<file path="config.mk">
export PLATFORM = sky130hd
export DESIGN_NAME = ex_stage
export DESIGN_NICKNAME = d
export VERILOG_FILES = /design/src/rtl/mips_pkg.sv /design/src/rtl/mult_iter.sv /design/src/rtl/ex_stage.sv
export SDC_FILE = /design/constraint.sdc
export NUM_CORES = 1
export LEC_CHECK = 0
export ABC_CLOCK_PERIOD_IN_PS = 5900
export CAP_MARGIN = 20
export CORE_MARGIN = 2
export CORE_UTILIZATION = 30
export DETAILED_ROUTE_END_ITERATION = 10
export PLACE_DENSITY = 0.51
export RECOVER_POWER = 50
export SETUP_SLACK_MARGIN = 0.3
export SLEW_MARGIN = 5
export SYNTH_ARGS = -nofsm -noshare
export SYNTH_HDL_FRONTEND = slang
export SYNTH_SLANG_ARGS = --single-unit
export TNS_END_PERCENT = 50
</file>
<file path="constraint.sdc">
create_clock -name clk -period 5.9 [get_ports clk]
set_clock_uncertainty 0.1 [all_clocks]
set_input_delay 0.59 -clock clk [delete_from_list [all_inputs] [get_ports clk]]
set_output_delay 0.59 -clock clk [all_outputs]
set_load 0.02 [all_outputs]
</file>
<file path="src/rtl/mips_pkg.sv">
// mips_pkg: constants and types shared by the MIPS pipeline stages.
//   ALUop class codes and R-type Function codes. ID-stage decode uses the same
//   constants, so the encodings live here and nowhere else.
//   ex_state_t: execute-stage multiplier FSM states.
package mips_pkg;

    localparam logic [2:0] ALUOP_ADD   = 3'b000;
    localparam logic [2:0] ALUOP_SUB   = 3'b001;
    localparam logic [2:0] ALUOP_RTYPE = 3'b010;
    localparam logic [2:0] ALUOP_AND   = 3'b011;
    localparam logic [2:0] ALUOP_OR    = 3'b100;
    localparam logic [2:0] ALUOP_SLT   = 3'b101;
    localparam logic [2:0] ALUOP_LUI   = 3'b110;

    localparam logic [5:0] FN_ADD  = 6'b100000;
    localparam logic [5:0] FN_SUB  = 6'b100010;
    localparam logic [5:0] FN_AND  = 6'b100100;
    localparam logic [5:0] FN_OR   = 6'b100101;
    localparam logic [5:0] FN_XOR  = 6'b100110;
    localparam logic [5:0] FN_NOR  = 6'b100111;
    localparam logic [5:0] FN_SLT  = 6'b101010;
    localparam logic [5:0] FN_MULT = 6'b011000;

    typedef enum logic {
        IDLE = 1'b0,
        MUL  = 1'b1
    } ex_state_t;

endpackage

</file>
<file path="src/rtl/mult_iter.sv">
// mult_iter: iterative shift-add multiplier, one partial product per cycle.
//   Compiled only when EX_MULT_EN is defined.
//   clk, rst     : clock, synchronous active-high reset (discards any product)
//   hold_i       : 1 = freeze every register (cache miss)
//   start_i      : load a_i/b_i and begin; count restarts at 0
//   busy_o       : iteration in progress
//   done_o       : final iteration this cycle; result_o is the finished product
//   result_o     : low WIDTH bits of a_i * b_i (valid when done_o)
`ifdef EX_MULT_EN
module mult_iter #(
    parameter int WIDTH  = 32,
    parameter int CYCLES = 32
) (
    input  logic             clk,
    input  logic             rst,
    input  logic             hold_i,
    input  logic             start_i,
    input  logic [WIDTH-1:0] a_i,
    input  logic [WIDTH-1:0] b_i,
    output logic             busy_o,
    output logic             done_o,
    output logic [WIDTH-1:0] result_o
);
    localparam int CW = (CYCLES > 1) ? $clog2(CYCLES) : 1;

    logic [CW-1:0]    cnt_q;
    logic             busy_q;
    logic [WIDTH-1:0] acc_q, mcand_q, mplier_q;
    logic [WIDTH-1:0] acc_d;

    // Partial product for the current multiplier bit; on the last step this
    // sum is the product, so the consumer captures it without an extra cycle.
    assign acc_d    = acc_q + (mplier_q[0] ? mcand_q : '0);
    assign busy_o   = busy_q;
    assign done_o   = busy_q && (cnt_q == CW'(CYCLES - 1));
    assign result_o = acc_d;

    always_ff @(posedge clk) begin
        if (rst) begin
            cnt_q    <= '0;
            busy_q   <= 1'b0;
            acc_q    <= '0;
            mcand_q  <= '0;
            mplier_q <= '0;
        end else if (!hold_i) begin
            if (start_i) begin
                cnt_q    <= '0;
                busy_q   <= 1'b1;
                acc_q    <= '0;
                mcand_q  <= a_i;
                mplier_q <= b_i;
            end else if (busy_q) begin
                acc_q    <= acc_d;
                mcand_q  <= mcand_q << 1;
                mplier_q <= mplier_q >> 1;
                cnt_q    <= cnt_q + CW'(1);
                if (done_o) busy_q <= 1'b0;
            end
        end
    end
endmodule
`endif

</file>
<file path="src/rtl/ex_stage.sv">
// ex_stage: MIPS execute stage. Takes ID/EX fields, computes the ALU result,
// destination register, store data and branch decision, and registers them
// for MEM.
//   clk, rst      : clock, synchronous active-high reset (overrides hit)
//   hit           : 1 = advance, 0 = freeze everything (cache miss)
//   readData1/2, immediate, nextPC, controls, ALUop, RT, RD, Function : ID/EX
//   ALUresult, writeData, writeReg, *_out, zero, branchTaken, branchTarget :
//                   registered EX/MEM outputs
//   stall         : combinational, 1 = ID/EX must hold (multiply in progress)
// Build option: EX_MULT_EN enables the iterative multiplier (Function 011000).
// Without it, mult is an unknown R-type code (result 0) and stall is 0.
module ex_stage
    import mips_pkg::*;
#(
    parameter int WIDTH      = 32,
    parameter int MUL_CYCLES = 32
) (
    input  logic             clk,
    input  logic             rst,
    input  logic             hit,
    input  logic [WIDTH-1:0] readData1,
    input  logic [WIDTH-1:0] readData2,
    input  logic [WIDTH-1:0] immediate,
    input  logic [WIDTH-1:0] nextPC,
    input  logic             destinationReg,
    input  logic             ALUsrc,
    input  logic             MemToReg,
    input  logic             RegWrite,
    input  logic             MEM_Read,
    input  logic             MEM_Write,
    input  logic             branch,
    input  logic [2:0]       ALUop,
    input  logic [4:0]       RT,
    input  logic [4:0]       RD,
    input  logic [5:0]       Function,
    output logic [WIDTH-1:0] ALUresult,
    output logic [WIDTH-1:0] writeData,
    output logic [4:0]       writeReg,
    output logic             MemToReg_out,
    output logic             RegWrite_out,
    output logic             MEM_Read_out,
    output logic             MEM_Write_out,
    output logic             zero,
    output logic             branchTaken,
    output logic [WIDTH-1:0] branchTarget,
    output logic             stall
);
    logic [WIDTH-1:0] op_b, alu_res, res_d, mul_result;
    logic             slt_bit, mul_done;

    assign op_b    = ALUsrc ? immediate : readData2;
    assign slt_bit = $signed(readData1) < $signed(op_b);

    always_comb begin
        alu_res = '0;
        case (ALUop)
            ALUOP_ADD:   alu_res = readData1 + op_b;
            ALUOP_SUB:   alu_res = readData1 - op_b;
            ALUOP_AND:   alu_res = readData1 & op_b;
            ALUOP_OR:    alu_res = readData1 | op_b;
            ALUOP_SLT:   alu_res = {{(WIDTH-1){1'b0}}, slt_bit};
            ALUOP_LUI:   alu_res = op_b << 16;
            ALUOP_RTYPE: begin
                case (Function)
                    FN_ADD:  alu_res = readData1 + op_b;
                    FN_SUB:  alu_res = readData1 - op_b;
                    FN_AND:  alu_res = readData1 & op_b;
                    FN_OR:   alu_res = readData1 | op_b;
                    FN_XOR:  alu_res = readData1 ^ op_b;
                    FN_NOR:  alu_res = ~(readData1 | op_b);
                    FN_SLT:  alu_res = {{(WIDTH-1){1'b0}}, slt_bit};
                    default: alu_res = '0;
                endcase
            end
            default:     alu_res = '0;
        endcase
    end

`ifdef EX_MULT_EN
    ex_state_t state_q, state_d;
    logic      mult_present, mul_busy;

    assign mult_present = (ALUop == ALUOP_RTYPE) && (Function == FN_MULT);

    always_comb begin
        state_d = state_q;
        if (hit) begin
            case (state_q)
                IDLE:    if (mult_present) state_d = MUL;
                MUL:     if (mul_done) state_d = IDLE;
                default: state_d = IDLE;
            endcase
        end
    end

    always_ff @(posedge clk) begin
        if (rst) state_q <= IDLE;
        else     state_q <= state_d;
    end

    mult_iter #(.WIDTH(WIDTH), .CYCLES(MUL_CYCLES)) u_mult (
        .clk      (clk),
        .rst      (rst),
        .hold_i   (!hit),
        .start_i  ((state_q == IDLE) && mult_present),
        .a_i      (readData1),
        .b_i      (op_b),
        .busy_o   (mul_busy),
        .done_o   (mul_done),
        .result_o (mul_result)
    );

    // The final iteration cycle is not a stall: ID/EX advances on the same
    // edge that captures the product.
    assign stall = !rst && (((state_q == IDLE) && mult_present) ||
                            (mul_busy && !mul_done));
`else
    assign mul_done   = 1'b0;
    assign mul_result = '0;
    assign stall      = 1'b0;
`endif

    assign res_d = mul_done ? mul_result : alu_res;

    always_ff @(posedge clk) begin
        if (rst || (hit && stall)) begin
            // Reset and stall bubbles both clear the whole EX/MEM register.
            ALUresult     <= '0;
            writeData     <= '0;
            writeReg      <= '0;
            MemToReg_out  <= 1'b0;
            RegWrite_out  <= 1'b0;
            MEM_Read_out  <= 1'b0;
            MEM_Write_out <= 1'b0;
            zero          <= 1'b0;
            branchTaken   <= 1'b0;
            branchTarget  <= '0;
        end else if (hit) begin
            ALUresult     <= res_d;
            writeData     <= readData2;
            writeReg      <= destinationReg ? RD : RT;
            MemToReg_out  <= MemToReg;
            RegWrite_out  <= RegWrite;
            MEM_Read_out  <= MEM_Read;
            MEM_Write_out <= MEM_Write;
            zero          <= (res_d == '0);
            branchTaken   <= branch && (readData1 == readData2);
            branchTarget  <= nextPC + (immediate << 2);
        end
    end
endmodule

</file>
==> results of run 1 <==
==> cell usage in the layout, fill, tap and decap left out, drive strengths merged, types with 39 or more instances in the layout <==
master / synthesis / final
ha: 135 / 135
o21ai: 58 / 58
xor2: 39 / 39
dlygate4sd3: 0 / 61
clkdlybuf4s50: 0 / 197
a21oi: 140 / 140
xnor2: 70 / 70
inv: 109 / 111
nand2: 91 / 91
mux2i: 114 / 114
dfxtp: 107 / 107
a211oi: 51 / 51
nor2: 211 / 211
a21o: 40 / 40
==> power breakdown <==
part           total (mW)  internal (mW)  switching [mW]
registers           0.814          0.781          0.0325
clock network       0.700          0.347           0.353
logic                1.56          0.631           0.925
total                3.07           1.76            1.31
==> logic make-up (layout without fill, tap and decap cells) <==
group | after synthesis | after routing | share of synthesized area [%]
muxes | 133 | 133 | 10.75
and+or+nand+nor | 453 | 453 | 16.75
adders and majority gates | 138 | 138 | 13.88
xor gates and xnor gates | 109 | 109 | 7.574
DFF | 107 | 107 | 16.99
AOI/OAI and AO/OA | 485 | 485 | 27.15
buffers and inverters | 208 | 413 | 6.879
other | 1 | 2 | 0.02975
==> sequential cells by signal, indices dropped and copies added, names as in the netlist <==
name / flops
ALUresult: 32
MEM_Read_out: 1
MEM_Write_out: 1
MemToReg_out: 1
RegWrite_out: 1
branchTaken: 1
branchTarget: 32
writeData: 32
writeReg: 5
zero: 1
==> metal layers <==
metal | vias to the layer above | track usage, % | part of all wire (%)
li1 | 6292 | - | -
met1 | 6407 | 32.87 | 44
met2 | 553 | 39.78 | 44
met3 | 78 | 5.861 | 7.9
met4 | 2 | 11.16 | 4.1
met5 | - | 0 | 0.023
==> how the worst min path moves through the flow <==
stage	startpoint	endpoint	slack [ns]	depth (start not counted)
2_1_floorplan	branchTaken$_SDFFE_PP0P_	branchTaken$_SDFFE_PP0P_	0.44	2
3_3_place_gp	branchTaken$_SDFFE_PP0P_	branchTaken$_SDFFE_PP0P_	0.36	2
3_5_place_dp	branchTarget[6]$_SDFFE_PP0P_	branchTarget[6]$_SDFFE_PP0P_	0.36	2
4_1_cts	branchTarget[6]$_SDFFE_PP0P_	branchTarget[6]$_SDFFE_PP0P_	0.38	2
5_1_grt	branchTarget[23]$_SDFFE_PP0P_	branchTarget[23]$_SDFFE_PP0P_	0.40	1
6_report	branchTaken$_SDFFE_PP0P_	branchTaken$_SDFFE_PP0P_	0.37	2
==> worst max-delay path, stage by stage <==
cell	delay (ns)
clkdlybuf4s50_1	0.56
mux2_2	0.38
inv_1	0.14
ha_1	0.38
a21o_1	0.24
o32ai_1	0.37
a21oi_1	0.13
a31oi_2	0.40
o21ai_2	0.17
a31oi_1	0.34
mux2_2	0.39
a211oi_1	0.34
nand4b_1	0.14
nor4_1	0.61
and4_1	0.29
a32o_2	0.16
==> stage by stage <==
stage / hold slack, ns / std cells
2_1_floorplan: 0.4407 / 1634
3_3_place_gp: 0.3554 / 2362
3_5_place_dp: 0.3608 / 2362
4_1_cts: 0.3754 / 2378
5_1_grt: 0.3979 / 2378
6_report: 0.3711 / 2379
==> layout make-up <==
class                      instances  area, um^2  area share [%]
antenna                            1       2.502         0.01571
inverter                         110       412.9           2.592
sequential                       107        2142           13.45
clock buffer                      12       246.5           1.547
clock inverter                     4       57.56          0.3613
timing repair buffer             287        2791           17.52
multi-input combinational       1319        9603           60.28
tap                              539       674.4           4.233
==> reports/results.ini, run 1 <==
[die]
io_pins = 265
rows = 75
die_y_um = 209.0
die_w_um = 209.0
dieArea_um2 = 43670
initial_utilization_pct = 30.25
coreArea_um2 = 41670

[yosys]
synthArstFlopShare_pct = 0
synth_most_common_cell = nor2_1
yosys_warnings = 0
synth_commonest_cells = nor2_1, a21oi_1, ha_1
synth_cell_types = 101
synth_top_cell_area_share_pct = 16.99
synth_flop_cell = dfxtp_1
synth_area_per_cell_um2 = 7.714
ys_ff_latch = 107
synth_top_area_cell = dfxtp_1
seq_area_frac_synth_pct = 16.99
yosys-top-cells-area = dfxtp_1, ha_1, mux2i_1, nor2_1, a21oi_1
syn_inst = 1634
syn-cell-area_um2 = 12600
synth_nets = 1929
synth_edf_count = 0

[sta]
final.setup.tns_ns = 0
final-setup-viol-count = 0
worst_pin_slew_ns = 3.350
clock.fmax_mhz = 185.2
slew_violations = 128
max_slew_margin_pct = -123.3
finalWorstSetupSlack_ns = 0.5003
period_share_pct = 91.52
fin_crit_ns = 5.400
rsz0062_at_grt = no
final-hold-violation-count = 0

[routing]
drt_iter0_drc = 1021
wire_per_inst_um = 23.67
dr_total_vias = 13332
finalWirelength_mm = 56.32
drc = 0
antenna_left = 0
viasPerCell = 5.604
drtPass1Iterations = 5

[final_layout]
final_util_pct = 38.23
finalNetCount = 2129
finish.instance_area_um2 = 15930
nFillCells = 4434
drive_gt1_share_pct = 5.492
area_growth_pct = 26.38

[power]
pwr_density_cell_nw_per_um2 = 192.7
ir_worst_vdd_uv = 159.8
p_leak_nw = 6.939
power_mw = 3.070

[critical_path]
ff2ff_setup_slack_ns = 4.88
crit_path_end = zero$_SDFFE_PP0P_
critPathKind = input port to flip-flop
critPathLaunchType = input port
crit_required_ns = 6.14
reg2reg_to = ALUresult[24]$_SDFFE_PP0P_
rr_startpoint = ALUresult[24]$_SDFFE_PP0P_
crit_path_max_fanout = 5
cp.arrival_ns = 5.64
startpoint = readData2[9]
end_kind = flip-flop
reg2reg_depth = 2

[place]
port_buffers = 263
placed_area_um2 = 15630
hpwl_mm = 44.57
gp_congestion = 0.9489
place_worst_setup_slack_ns = 0.2238

[grt]
overflow = 0
grt_pass1_vias = 13099
grt_max_degree = 67
grt_pass1_wl_mm = 82.89
grt_usage_pct = 25.25
antenna_found_initial = 2

[clock_network]
clk_pin_slew_ns = 0.08
cts_root_buffer = clkbuf_16
cts_buffer_depth = 2
clk_latency_ns = 0.39
clock-sinks = 107
post_cts_resized = 0
post_cts_buffers = 0
cts_tree = built
postCtsHoldBufs = 0
cts_buffers = 9
cts_htree_levels = 3

[outcome]
violations = capacitance limit, slew limit
status = complete, but fails checks

[flow_run]
cap_violations = 2

[hold_path]
hold_class = flip-flop to flip-flop

Power figures use the tool's default switching activity.
==> run 2: changes to the inputs <==
--- a/config.mk
+++ b/config.mk
@@ -8,3 +8,2 @@
 export ABC_CLOCK_PERIOD_IN_PS = 5900
-export CAP_MARGIN = 20
 export CORE_MARGIN = 2
--- a/constraint.sdc
+++ b/constraint.sdc
@@ -4,2 +4,2 @@
 set_output_delay 0.59 -clock clk [all_outputs]
-set_load 0.02 [all_outputs]
+set_load 0.1 [all_outputs]
==> run 2 against run 1 <==
Effect of this change: sequential cell count unchanged; combinational power increased by 22%; largest cell class unchanged; critical path type unchanged; critical endpoint unchanged; the run still ends with capacitance limit, slew limit left; clock power about the same.
==> reports/results.ini, run 2 (same netlist as run 1, synthesis figures left out) <==
[outcome]
status = complete, but fails checks
violations = capacitance limit, slew limit

[routing]
dr_total_vias = 13359  ; +0.20%
wire_per_inst_um = 23.66  ; about the same
drt_iter0_drc = 1021  ; unchanged
drtPass1Iterations = 6  ; +1
viasPerCell = 5.615  ; +0.20%
drc = 0  ; unchanged
finalWirelength_mm = 56.28  ; about the same
antenna_left = 0  ; unchanged

[sta]
final-setup-viol-count = 0  ; unchanged
clock.fmax_mhz = 184.2  ; -0.52%
fin_crit_ns = 5.428  ; +0.02823 ns
slew_violations = 128  ; unchanged
rsz0062_at_grt = no
max_slew_margin_pct = -124.7  ; -1.4 points
whs_ns = 0.3711  ; +0.000001000 ns
final.setup.tns_ns = 0  ; unchanged
worst_pin_slew_ns = 3.370  ; +0.02071 ns
final-hold-violation-count = 0  ; unchanged
period_share_pct = 92.00  ; +0.48 points

[hold_path]
hold_class = flip-flop to flip-flop

[critical_path]
cp.arrival_ns = 5.67  ; +0.03 ns
crit_required_ns = 6.14  ; about the same
path_cells = clkdlybuf4s50_1, mux2_2, inv_1, ha_1, a21o_1, o32ai_1, a21oi_1, a31oi_2, o21ai_2, a31oi_1, mux2_2, a211oi_1, nand4b_1, nor4_1, and4_1, a32o_2
critPathKind = input port to flip-flop
end_kind = flip-flop
ff2ff_setup_slack_ns = 4.88  ; about the same
cpPeakStageDelay_ns = 0.62  ; about the same
cpMostUsedCell = mux2_2
critPathLaunchType = input port
crit_path_max_fanout = 5  ; unchanged
critPathSlowestCell = nor4_1

[clock_network]
cts_buffer_depth = 2  ; unchanged
cts_root_buffer = clkbuf_16
post_cts_resized = 0  ; unchanged
clock-sinks = 107  ; unchanged
cts_tree = built
clk_pin_slew_ns = 0.08  ; about the same
post_cts_buffers = 0  ; unchanged
cts_buffers = 9  ; unchanged
clk_latency_ns = 0.39  ; about the same
cts_htree_levels = 3  ; unchanged
postCtsHoldBufs = 0  ; unchanged

[final_layout]
multiInputGateArea_um2 = 9603  ; unchanged
nFillCells = 4434  ; unchanged
area_growth_pct = 26.38  ; unchanged
mostFrequentLayoutCell = nor2_1
drive_gt1_share_pct = 5.492  ; unchanged
largestRegisters = ALUresult (32), branchTarget (32), writeData (32)
finalNetCount = 2129  ; unchanged
final_util_pct = 38.23  ; unchanged
final_cell_mix = nor2_1, clkdlybuf4s50_1, a21oi_1
seqCellArea_um2 = 2142  ; unchanged

[die]
io_pins = 265  ; unchanged
initial_utilization_pct = 30.25  ; unchanged
rows = 75  ; unchanged
die_w_um = 209.0  ; unchanged
coreArea_um2 = 41670  ; unchanged
die_y_um = 209.0  ; unchanged
dieArea_um2 = 43670  ; unchanged

[grt]
grt_pass1_wl_mm = 82.89  ; unchanged
grt_pass1_vias = 13099  ; unchanged
overflow = 0  ; unchanged
grt_max_degree = 67  ; unchanged
grt_usage_pct = 25.25  ; unchanged
antenna_found_initial = 2  ; unchanged

[place]
gp_congestion = 0.9489  ; unchanged
port_buffers = 263  ; unchanged
hpwl_mm = 44.57  ; unchanged

[flow_run]
cap_violations = 2  ; unchanged

[power]
pwr_density_cell_nw_per_um2 = 215.0  ; +12%
p_leak_nw = 6.932  ; about the same
ir_worst_vdd_uv = 159.7  ; about the same

-- run 2: metal layers --
metal  vias up  wire length, um  GRT usage [%]
met5         -               13              0
met4         2             2291          11.16
met3        76             4515          5.861
met2       565            24840          39.78
met1      6426            24620          32.87
li1       6290                -              -
-- run 2: stage by stage --
| step | instances | setup WS, ns | instance area, um^2 | total power [mW] |
|---|---|---|---|---|
| CTS | 2378 | 0.6541 | 15940 | 3.440 |
| finish | 2379 | 0.4720 | 15930 | 3.425 |
| detailed placement | 2362 | 0.2238 | 15630 | 2.724 |
| floorplan | 1634 | 1.113 | 12600 | 2.148 |
| global placement | 2362 | 0.1881 | 15630 | 2.723 |
| global route | 2378 | 0.4659 | 15930 | 3.593 |
-- run 2: final cells by class --
type,count,area share [%]
flip-flops and latches,107,13.45
inverters,110,2.592
clock buffers,12,1.547
clock inverters,4,0.3613
well taps,539,4.233
diodes,1,0.01571
multi-input cells,1319,60.28
repair buffers,287,17.52
-- run 2: report_power, final --
group,switching (mW),internal (mW),leakage (nW),total (mW)
clock network,0.353,0.347,0.145,0.700
registers,0.0325,0.781,0.885,0.814
logic,1.28,0.630,5.90,1.91
-- run 2: final timing paths --
kind / to / from / cells past startpoint
max reg2reg: ALUresult[24]$_SDFFE_PP0P_ / ALUresult[24]$_SDFFE_PP0P_ / 2
min reg2reg: branchTaken$_SDFFE_PP0P_ / branchTaken$_SDFFE_PP0P_ / 2
min: branchTaken$_SDFFE_PP0P_ / branchTaken$_SDFFE_PP0P_ / 2
max: zero$_SDFFE_PP0P_ / readData2[9] / 16
-- run 2: worst max-delay path, delay by kind of cell --
| kind | cells | cell delay, ns |
|---|---|---|
| buf+inv | 2 | 0.70 |
| mux | 2 | 0.77 |
| fa+ha+maj | 1 | 0.38 |
| compound gates | 8 | 2.15 |
| simple gates | 3 | 1.05 |
